**src/rtl/fifo_pkg.sv**
```systemverilog
// Shared definitions for the FIFO read-side drain controller.
// Holds the default widths, the FIFO geometry, the drain FSM state type and
// a helper that decides whether the output buffer can absorb one more read.
package fifo_pkg;

    localparam int unsigned DEF_DATA_W  = 8;
    localparam int unsigned DEF_LEN_W   = 5;

    // The FIFO has 16 storage slots but reports full at 15 entries.
    localparam int unsigned FIFO_DEPTH  = 16;
    localparam int unsigned FIFO_USABLE = FIFO_DEPTH - 1;

    typedef enum logic [1:0] {
        IDLE  = 2'd0,
        RUN   = 2'd1,
        FLUSH = 2'd2,
        DONE  = 2'd3
    } drain_state_t;

    // Words already owed to the 2-entry buffer (held + in flight), minus the
    // one leaving this cycle, must stay below 2 for a new read to be safe.
    function automatic logic room_for_read(input logic [1:0] occ,
                                           input logic       inflight,
                                           input logic       popping);
        logic [2:0] pending;
        pending = {1'b0, occ} + {2'b00, inflight} - {2'b00, popping};
        return pending < 3'd2;
    endfunction

endpackage

```
**src/rtl/drain_skid_buf.sv**
```systemverilog
// 2-entry valid/ready output buffer for the drain controller.
// Ports:
//   clk, rst        clock and synchronous active-high reset
//   in_valid/in_data  word captured from the FIFO this edge
//   out_valid/out_ready/out_data  downstream stream head (registered storage)
//   occ             number of words currently held (0..2)
// A capture and a transfer in the same cycle leave occupancy unchanged and
// preserve word order. A capture into a full buffer that is not draining is
// dropped; the controller never issues one.
module drain_skid_buf
    import fifo_pkg::*;
#(
    parameter int unsigned DATA_W = DEF_DATA_W
) (
    input  logic              clk,
    input  logic              rst,
    input  logic              in_valid,
    input  logic [DATA_W-1:0] in_data,
    output logic              out_valid,
    input  logic              out_ready,
    output logic [DATA_W-1:0] out_data,
    output logic [1:0]        occ
);

    logic [DATA_W-1:0] mem_q [2];
    logic [DATA_W-1:0] mem_d [2];
    logic              wr_ptr_q, wr_ptr_d;
    logic              rd_ptr_q, rd_ptr_d;
    logic [1:0]        occ_q, occ_d;
    logic              push;
    logic              pop;

    assign out_valid = (occ_q != 2'd0);
    assign out_data  = mem_q[rd_ptr_q];
    assign occ       = occ_q;

    assign pop  = out_valid & out_ready;
    assign push = in_valid & ((occ_q != 2'd2) | pop);

    always_comb begin
        mem_d    = mem_q;
        wr_ptr_d = wr_ptr_q;
        rd_ptr_d = rd_ptr_q;
        if (push) begin
            mem_d[wr_ptr_q] = in_data;
            wr_ptr_d        = ~wr_ptr_q;
        end
        if (pop) begin
            rd_ptr_d = ~rd_ptr_q;
        end
        occ_d = occ_q + {1'b0, push} - {1'b0, pop};
    end

    always_ff @(posedge clk) begin
        if (rst) begin
            mem_q[0] <= '0;
            mem_q[1] <= '0;
            wr_ptr_q <= 1'b0;
            rd_ptr_q <= 1'b0;
            occ_q    <= 2'd0;
        end else begin
            mem_q    <= mem_d;
            wr_ptr_q <= wr_ptr_d;
            rd_ptr_q <= rd_ptr_d;
            occ_q    <= occ_d;
        end
    end

endmodule

```
**src/rtl/fifo_drain.sv**
```systemverilog
// Read-side drain controller for the 16-entry synchronous FIFO.
// On an accepted start it reads len words out of the FIFO and streams them
// on a valid/ready interface with a last marker, then pulses done.
// Ports:
//   clk, rst          clock and synchronous active-high reset
//   start, len        burst launch pulse and length (sampled when idle)
//   busy, done        burst in progress / one-cycle completion pulse
//   fifo_rd           read strobe to the FIFO (combinational)
//   fifo_dout         FIFO read data, valid the cycle after an accepted read
//   fifo_empty/full   FIFO status flags
//   fifo_wr           copy of the FIFO write strobe; a write beats a read
//   m_valid/m_ready/m_data/m_last  output stream
//   rd_count          words accepted downstream in the current/last burst
module fifo_drain
    import fifo_pkg::*;
#(
    parameter int unsigned DATA_W = DEF_DATA_W,
    parameter int unsigned LEN_W  = DEF_LEN_W
) (
    input  logic              clk,
    input  logic              rst,
    input  logic              start,
    input  logic [LEN_W-1:0]  len,
    output logic              busy,
    output logic              done,
    output logic              fifo_rd,
    input  logic [DATA_W-1:0] fifo_dout,
    input  logic              fifo_empty,
    input  logic              fifo_full,
    input  logic              fifo_wr,
    output logic              m_valid,
    input  logic              m_ready,
    output logic [DATA_W-1:0] m_data,
    output logic              m_last,
    output logic [LEN_W-1:0]  rd_count
);

    drain_state_t     state_q, state_d;
    logic [LEN_W-1:0] len_q, len_d;
    logic [LEN_W-1:0] remaining_q, remaining_d;
    logic [LEN_W-1:0] rd_count_q, rd_count_d;
    logic             inflight_q, inflight_d;

    logic [1:0]       buf_occ;
    logic             xfer;
    logic             rd_acc;
    logic             write_wins;
    logic [LEN_W:0]   head_num;

    drain_skid_buf #(
        .DATA_W (DATA_W)
    ) u_skid_buf (
        .clk       (clk),
        .rst       (rst),
        .in_valid  (inflight_q),
        .in_data   (fifo_dout),
        .out_valid (m_valid),
        .out_ready (m_ready),
        .out_data  (m_data),
        .occ       (buf_occ)
    );

    assign xfer = m_valid & m_ready;

    // A word leaving the buffer this cycle frees a slot for a read issued now,
    // which is what sustains one word per cycle with m_ready held high.
    assign fifo_rd = (state_q == RUN) && (remaining_q != '0) && !fifo_empty &&
                     room_for_read(buf_occ, inflight_q, xfer);

    // The FIFO drops our read when it services a write in the same cycle.
    assign write_wins = fifo_wr & ~fifo_full;
    assign rd_acc     = fifo_rd & ~fifo_empty & ~write_wins;

    // Head word is number rd_count+1 of the burst; one extra bit avoids wrap.
    assign head_num = {1'b0, rd_count_q} + (LEN_W + 1)'(1);
    assign m_last   = m_valid && (head_num == {1'b0, len_q});

    assign busy     = (state_q == RUN) || (state_q == FLUSH);
    assign done     = (state_q == DONE);
    assign rd_count = rd_count_q;

    always_comb begin
        state_d     = state_q;
        len_d       = len_q;
        remaining_d = remaining_q;
        rd_count_d  = rd_count_q;
        inflight_d  = rd_acc;

        if (rd_acc) begin
            remaining_d = remaining_q - LEN_W'(1);
        end
        if (xfer) begin
            rd_count_d = rd_count_q + LEN_W'(1);
        end

        case (state_q)
            IDLE: begin
                if (start) begin
                    len_d       = len;
                    remaining_d = len;
                    rd_count_d  = '0;
                    state_d     = (len == '0) ? DONE : RUN;
                end
            end
            RUN: begin
                if (xfer && m_last) begin
                    state_d = DONE;
                end else if ((remaining_q == '0) && !inflight_q) begin
                    state_d = FLUSH;
                end
            end
            FLUSH: begin
                if ((xfer && m_last) || (buf_occ == 2'd0)) begin
                    state_d = DONE;
                end
            end
            DONE: begin
                state_d = IDLE;
            end
            default: begin
                state_d = IDLE;
            end
        endcase
    end

    always_ff @(posedge clk) begin
        if (rst) begin
            state_q     <= IDLE;
            len_q       <= '0;
            remaining_q <= '0;
            rd_count_q  <= '0;
            inflight_q  <= 1'b0;
        end else begin
            state_q     <= state_d;
            len_q       <= len_d;
            remaining_q <= remaining_d;
            rd_count_q  <= rd_count_d;
            inflight_q  <= inflight_d;
        end
    end

endmodule

```
**config.mk**
```make
export PLATFORM = sky130hd
export DESIGN_NAME = fifo_drain
export DESIGN_NICKNAME = d
export VERILOG_FILES = /design/src/rtl/fifo_pkg.sv /design/src/rtl/drain_skid_buf.sv /design/src/rtl/fifo_drain.sv
export SDC_FILE = /design/constraint.sdc
export NUM_CORES = 1
export LEC_CHECK = 0
export CAP_MARGIN = 20
export CORE_MARGIN = 1.5
export CORE_UTILIZATION = 45
export CTS_BUF_LIST = sky130_fd_sc_hd__clkbuf_8
export DETAILED_ROUTE_END_ITERATION = 10
export GPL_ROUTABILITY_DRIVEN = 0
export PLACE_DENSITY = 0.75
export SETUP_SLACK_MARGIN = 0.5
export SYNTH_ARGS = -nofsm -noshare
export SYNTH_HDL_FRONTEND = slang
export SYNTH_HIERARCHICAL = 1
export SYNTH_SLANG_ARGS = --single-unit
```
**constraint.sdc**
```tcl
create_clock -name clk -period 2.8 [get_ports clk]
set_input_delay 0.28 -clock clk [delete_from_list [all_inputs] [get_ports clk]]
set_output_delay 0.28 -clock clk [all_outputs]
set_load 0.01 [all_outputs]
```
After elaboration in Yosys (flattened, before gate mapping). Cells that the tools add are included.

Reductions and logical operators: 19. $lt $le $gt $ge: 4. Muxes and demuxes: 18. Bitwise operators: 13. Equality and inequality tests: 8. $add $sub $neg: 7.

Operator list (number): 2-to-1 mux 8 bit (4); 2-to-1 mux 5 bit (6); bitwise mux 16 bit (1); logical NOT 5 bit (2); 2-to-1 mux 2 bit (5); demux 8 bit (select 1 bit) (1); case mux 2 bit (4 select lines) (1); logical AND 1 bit (7); adder 5 x 1 -> 6 bit, second input constant (1); equality test 6 x 5 -> 1 bit (1); adder 5 x 1 -> 5 bit, second input constant (1); AND 1 bit (5); NOT 1 bit (5); nonzero test 5 bit (1); subtractor 5 x 1 -> 5 bit, second input constant (1); equality test 2 bit, second input constant (2); greater-or-equal comparator 2 bit, second input constant (2); logical NOT 2 bit (2); != test 2 bit, second input constant (2); NOT 1 -> 2 bit (2); adder 2 x 1 -> 3 bit (1); < comparator 3 x 2 -> 1 bit, second input constant (1); != test 3 x 1 -> 1 bit, second input constant (1); AND reduction 3 bit (1); 11 further kinds (13).

Register bits: 38. Bits of input ports: 20. Output and inout port bits: 18.

Longest topological paths before layout.
Word-level depth: 10. Mapped depth: 11.

Cells and area by module. Netlist, hierarchy kept.

By module, submodules not included: fifo_drain (cells each 129, area an instance 1148.6 um^2, instances 1); drain_skid_buf (cells each 100, area an instance 972.2 um^2, instances 1).

Least setup slack after synthesis. Ideal clock, no wire load.

Kind: register to register. Start point: register u_skid_buf.occ_q[1] (netlist: u_skid_buf/occ[1]). End point: register remaining_q[4]. Required time: 2675 ps. Data arrival time: 2640 ps. Stages on the path, launching flop included: 12. Buffers on the path: 0. Path slack: 35 ps. Path through: dfxtp_1 > or2_2 > nand2_1 > inv_2 > ha_1 > nand2b_1 > fa_1 > xor2_1 > a2111oi_4 > nand3_1 > xor2_1 > o21ai_1.

Longest elaborated chain between the ends: 10. Elaborated cells on any way between the ends: 11. Those cells by class: 2 x add/sub; 1 x order compare; 3 x mux; 3 x bitwise; 2 x reduce/logical.

Ends and longest elaborated chain: start, declared (line drain_skid_buf.sv:29) `logic [1:0] occ_q, occ_d;`; start signal, assigned (line drain_skid_buf.sv:60) `occ_q <= 2'd0;`; start signal, assigned (line drain_skid_buf.sv:65) `occ_q <= occ_d;`; nonzero test 2 bit (*) (line drain_skid_buf.sv:33) `assign out_valid = (occ_q != 2'd0);`; via m_valid (line fifo_drain.sv:31) `output logic m_valid,`; AND 1 bit (*) (line fifo_drain.sv:63) `assign xfer = m_valid & m_ready;`; subtractor 3 x 1 -> 3 bit (*) (line fifo_pkg.sv:26) `pending = {1'b0, occ} + {2'b00, inflight} - {2'b00, popping};`; < comparator 3 x 2 -> 1 bit (*) (line fifo_pkg.sv:27) `return pending < 3'd2;`; logical AND 1 bit (*) (line fifo_drain.sv:67) `assign fifo_rd = (state_q == RUN) && (remaining_q != '0) && !fifo_empty &&`; AND 1 bit (*) (2 in a row) (line fifo_drain.sv:72) `assign rd_acc = fifo_rd & ~fifo_empty & ~write_wins;`; 2-to-1 mux 5 bit (*) (line fifo_drain.sv:89) `if (rd_acc) begin`; 2-to-1 mux 5 bit (line fifo_drain.sv:98) `if (start) begin`; 2-to-1 mux 5 bit (*) (line fifo_drain.sv:96) `case (state_q)`; end signal, assigned (line fifo_drain.sv:136) `remaining_q <= remaining_d;`; end, declared (line fifo_drain.sv:40) `logic [LEN_W-1:0] remaining_q, remaining_d;`.

The timed path passes the listed nets; every way through them passes the cells marked *. A chain may end at the register's enable or synchronous reset.

Final worst setup path.
Start point: register u_skid_buf.occ_q[0] (netlist: u_skid_buf/occ[0]). End point: register remaining_q[0].

Longest elaborated chain between the ends: 10. Elaborated cells on any way between the ends: 11. Those cells by class: 2 x add/sub; 1 x order compare; 3 x mux; 3 x bitwise; 2 x reduce/logical.

Ends and longest elaborated chain (line): parallel branches: the longest is 2 deep, another holds adder 2 x 1 -> 3 bit; subtractor 3 x 1 -> 3 bit (*) (fifo_pkg.sv:26); < comparator 3 x 2 -> 1 bit (*) (fifo_pkg.sv:27); logical AND 1 bit (*) (fifo_drain.sv:67); AND 1 bit (*) (2 in a row) (fifo_drain.sv:72); 2-to-1 mux 5 bit (*) (fifo_drain.sv:89); 2-to-1 mux 5 bit (fifo_drain.sv:98); 2-to-1 mux 5 bit (*) (fifo_drain.sv:96).

Mark *: on every way between the ends.

==> flow_summary.rst <==
.. list-table::
   :header-rows: 1

   * - Metric
     - Value
   * - Share of cells above drive strength 1
     - roughly a fifth
   * - Yosys Warn Count
     - 6
   * - Post-DRT Antenna Nets
     - 0
   * - TNS Setup
     - 0 ns
   * - Areal power density over the cells
     - 748 nW/um2
   * - Cell accounting for the most synthesized area
     - dfxtp_1
   * - Fraction of the cycle the final worst path needs
     - 94.4%
   * - Clock slew seen by the registers of the worst setup and hold paths
     - 0.08 ns
   * - Fin area
     - 2820 um2
   * - Leading post-synthesis cells by cell area
     - dfxtp_1 36%, ha_1 6.5%, nand2b_1 5.9%
   * - Delay contributed by the slowest stage of the critical path
     - ~0.53 ns
   * - Yosys top cell area share
     - 35.9%
   * - EDFF count, synth
     - 0
   * - Max Fclk
     - 0.378 GHz
   * - Data arrival time of the worst path
     - 2.82 ns
   * - Worst reg2reg path endpoint
     - remaining_q[0]
   * - Instance count of the mapped netlist
     - 229
   * - Vias in the first global route
     - between 1500 and 2000
   * - R2R setup slack
     - 0.16 ns
   * - Final number of max-transition violations
     - 0
   * - DP HPWL
     - 3.29 mm
   * - I/O pins
     - 38
   * - RSZ-0062 raised after global routing
     - true
   * - CTS tree
     - built
   * - Netlist area before placement
     - 2120 um2
   * - Number of endpoints failing setup at the final stage
     - 0
   * - Synthesized netlist net count
     - 261
   * - Average cell area after synthesis
     - roughly 9 um2
   * - Starting density of the core
     - 47.7%
   * - Capturing element of the worst setup path
     - remaining_q[0]
   * - Final routed wire length divided by cell count
     - 13.3 um
   * - Max-capacitance violation count
     - 0
   * - Die width
     - ~70 um
   * - Proportion of synthesized flip-flops having asynchronous set or reset
     - 0%
   * - Crit start category
     - flop
   * - Flops & latches, synth
     - 38
   * - Nature of the critical path endpoint
     - flop
   * - Biggest fanout along the worst timing path
     - 4
   * - Total die area
     - 5130 um2
   * - DRC viols
     - 0
   * - Count of fill cells added during filler insertion
     - between 300 and 400
   * - WP data required
     - 2.97 ns
   * - Vias after detailed routing
     - 1734
   * - Final min period
     - ~2.6 ns
   * - Max VDD drop
     - 0.330 mV
   * - Post-place setup slack
     - -0.160 ns
   * - Number of distinct library cells after synthesis
     - 41
   * - All-layer global routing usage
     - approximately a fifth
   * - Vias per Instance
     - 5.16
   * - Sequential cell area
     - 772 um2
   * - Cell count after placement
     - approximately 320
   * - Critical Path, Cell by Cell
     - or2_4 -> nand2_4 -> inv_4 -> ha_4 -> nand2b_4 -> fa_2 -> nand3b_1 -> buf_4 -> a2111oi_4 -> buf_4 -> xnor2_2 -> o21ai_1
   * - Sinks on the clock net
     - 38
   * - Number of non-filler instances in the completed layout
     - 336
   * - Total number of H-tree levels
     - 2
   * - Worst-skew pair later-pin latency
     - 0.30 ns
   * - Worst slew margin
     - 67.5%
   * - Top_reg_cell synth
     - dfxtp_1
   * - Slew of the pin with the lowest slew margin
     - about 0.49 ns
   * - First-pass GRT wire length
     - between 7 and 8 mm
   * - Launching instance or port of the critical path
     - u_skid_buf/occ[0]
   * - Clock buffers created by TritonCTS
     - 5
   * - Result of the run
     - finished, final reports clean
   * - Min setup slack post-route
     - 0.156 ns
   * - Antenna violations before repair
     - 0
   * - Worst flop-to-flop path startpoint
     - u_skid_buf/occ[0]
   * - Post-synthesis to final-layout area growth
     - 32.9%
   * - Core area
     - between 4000 and 5000 um2
   * - Worst path most repeated cell
     - buf_4
   * - Final WL
     - 4.49 mm
   * - Die height
     - 71.7 um
   * - Static leakage
     - about 1.2 nW
   * - Maximum number of pins on one net before global-route repair
     - 28
   * - Quantity of I/O buffers inserted on ports
     - 37
   * - Min-Delay Path Class
     - reg2reg
   * - Placement Rows
     - 24
   * - Hold slack final
     - approximately 0.46 ns
   * - Maximum clock path buffer count
     - 2
   * - Part of the Yosys area used for sequential elements
     - 35.9%
   * - Hold violation total from the final report
     - 0
   * - Total congestion overflow
     - 0
   * - Antenna fix cells
     - 0
   * - Number of nets in the finished design
     - around 320
   * - Multi-input logic area
     - between 1000 and 1500 um2
   * - Final worst clock skew
     - 0.00871 ns
   * - Worst Setup Path Type
     - reg2reg
   * - Clk root buf
     - clkbuf_8
   * - DRT iter0 DRCs
     - 121
   * - 1st-pass router iterations
     - 6
   * - Critical-path cell with the highest stage delay
     - fa_2
   * - Placed standard-cell area
     - 2650 um2
   * - Reg2reg path depth
     - 12
-- layout make-up --
cell class	instances	area share, %
well taps	52	2.31
repair buffers	50	16.4
multi-input cells	178	48.4
inverters	10	1.42
clock buffers	6	2.93
clock inverters	2	1.20
flip-flops and latches	38	27.4
-- worst max-delay path: cells and delay by family (launching register included) --
kind	cells	cell delay (ns)
AO/OA/AOI/OAI	2	0.33
XOR/XNOR	1	0.11
adder cells (fa/ha/maj)	2	0.73
buffers and inverters	3	0.43
flip-flops	1	0.35
AND/OR/NAND/NOR	4	0.58
-- cell families (layout without fill, tap and decap cells) --
family	after synthesis	after routing	synth area share (%)
xor+xnor	16	16	6.61
compound gates	38	38	10.8
flops	38	38	35.9
simple gates	95	95	28.4
mux	17	17	8.50
fa+ha+maj	12	12	7.43
buf+inv	13	68	2.36
-- registers in the layout, indices dropped and copies added, names as in the netlist --
name	count
inflight_q	1
len_q	5
rd_count	5
remaining_q	5
state_q	2
u_skid_buf/mem_q	16
u_skid_buf/occ	2
u_skid_buf/rd_ptr_q	1
u_skid_buf/wr_ptr_q	1
-- metrics by stage --
step	power [W]	utilization [%]
final	0.00211	63.4
after global routing	0.00225	63.4
after CTS	0.00209	62.8
after detailed placement	0.00156	59.6
after global placement	0.00154	59.6
after floorplan	0.00125	-
-- per-layer routing --
| metal | track usage [%] | vias to the layer above | part of all wire [%] |
|---|---|---|---|
| li1 | - | 889 | - |
| met1 | 27.4 | 800 | 50 |
| met2 | 27.3 | 41 | 44 |
| met3 | 5.06 | 4 | 4.5 |
| met4 | 6.92 | 0 | 1.5 |
| met5 | 0 | - | 0 |
-- repair_timing --
item,4_1_cts,5_1_grt
hold buffers,0,0
buffers inserted,2,2
pin swaps,10,2
resized for setup,14,2
setup endpoints to repair,8,7
-- cells in the final DEF (no fill, tap or decap), types with 8 or more instances in the layout --
master / Yosys / routed
clkdlybuf4s50_1: 0 / 35
dfxtp_1: 38 / 33
nand2_1: 28 / 26
o21ai_0: 21 / 20
nand2b_1: 20 / 19
buf_4: 0 / 13
inv_1: 9 / 10
xor2_1: 9 / 9
nor2_1: 9 / 9
mux2i_1: 9 / 9
ha_1: 11 / 9
nor2b_1: 9 / 9
mux2_2: 8 / 8
-- worst min path at each step --
stage	cells after the start	to	from
after floorplan	2	len_q[0]	len[0]
after detailed placement	2	len_q[2]	len_q[2]
after global routing	2	len_q[2]	len_q[2]
after global placement	2	len_q[2]	len_q[2]
after CTS	2	len_q[2]	len_q[2]
final	2	len_q[2]	len_q[2]
-- report_power, final --
part	total (W)	internal [W]	leakage, nW	switching, W
registers	0.000718	0.000623	0.311	0.0000950
logic	0.000910	0.000478	0.790	0.000432
clock network	0.000480	0.000287	0.0626	0.000193
total	0.00211	0.00139	1.16	0.000721
-- synthesized netlist by cell type, types with 7 or more instances --
library cell and instances:
nor2_1 9, inv_1 9, mux2i_1 9, o21ai_0 21, nand2_1 28, mux2_2 8
nor2b_1 9, xor2_1 9, ha_1 11, nand2b_1 20, xnor2_1 7, dfxtp_1 38
Power figures use the tool's default switching activity.
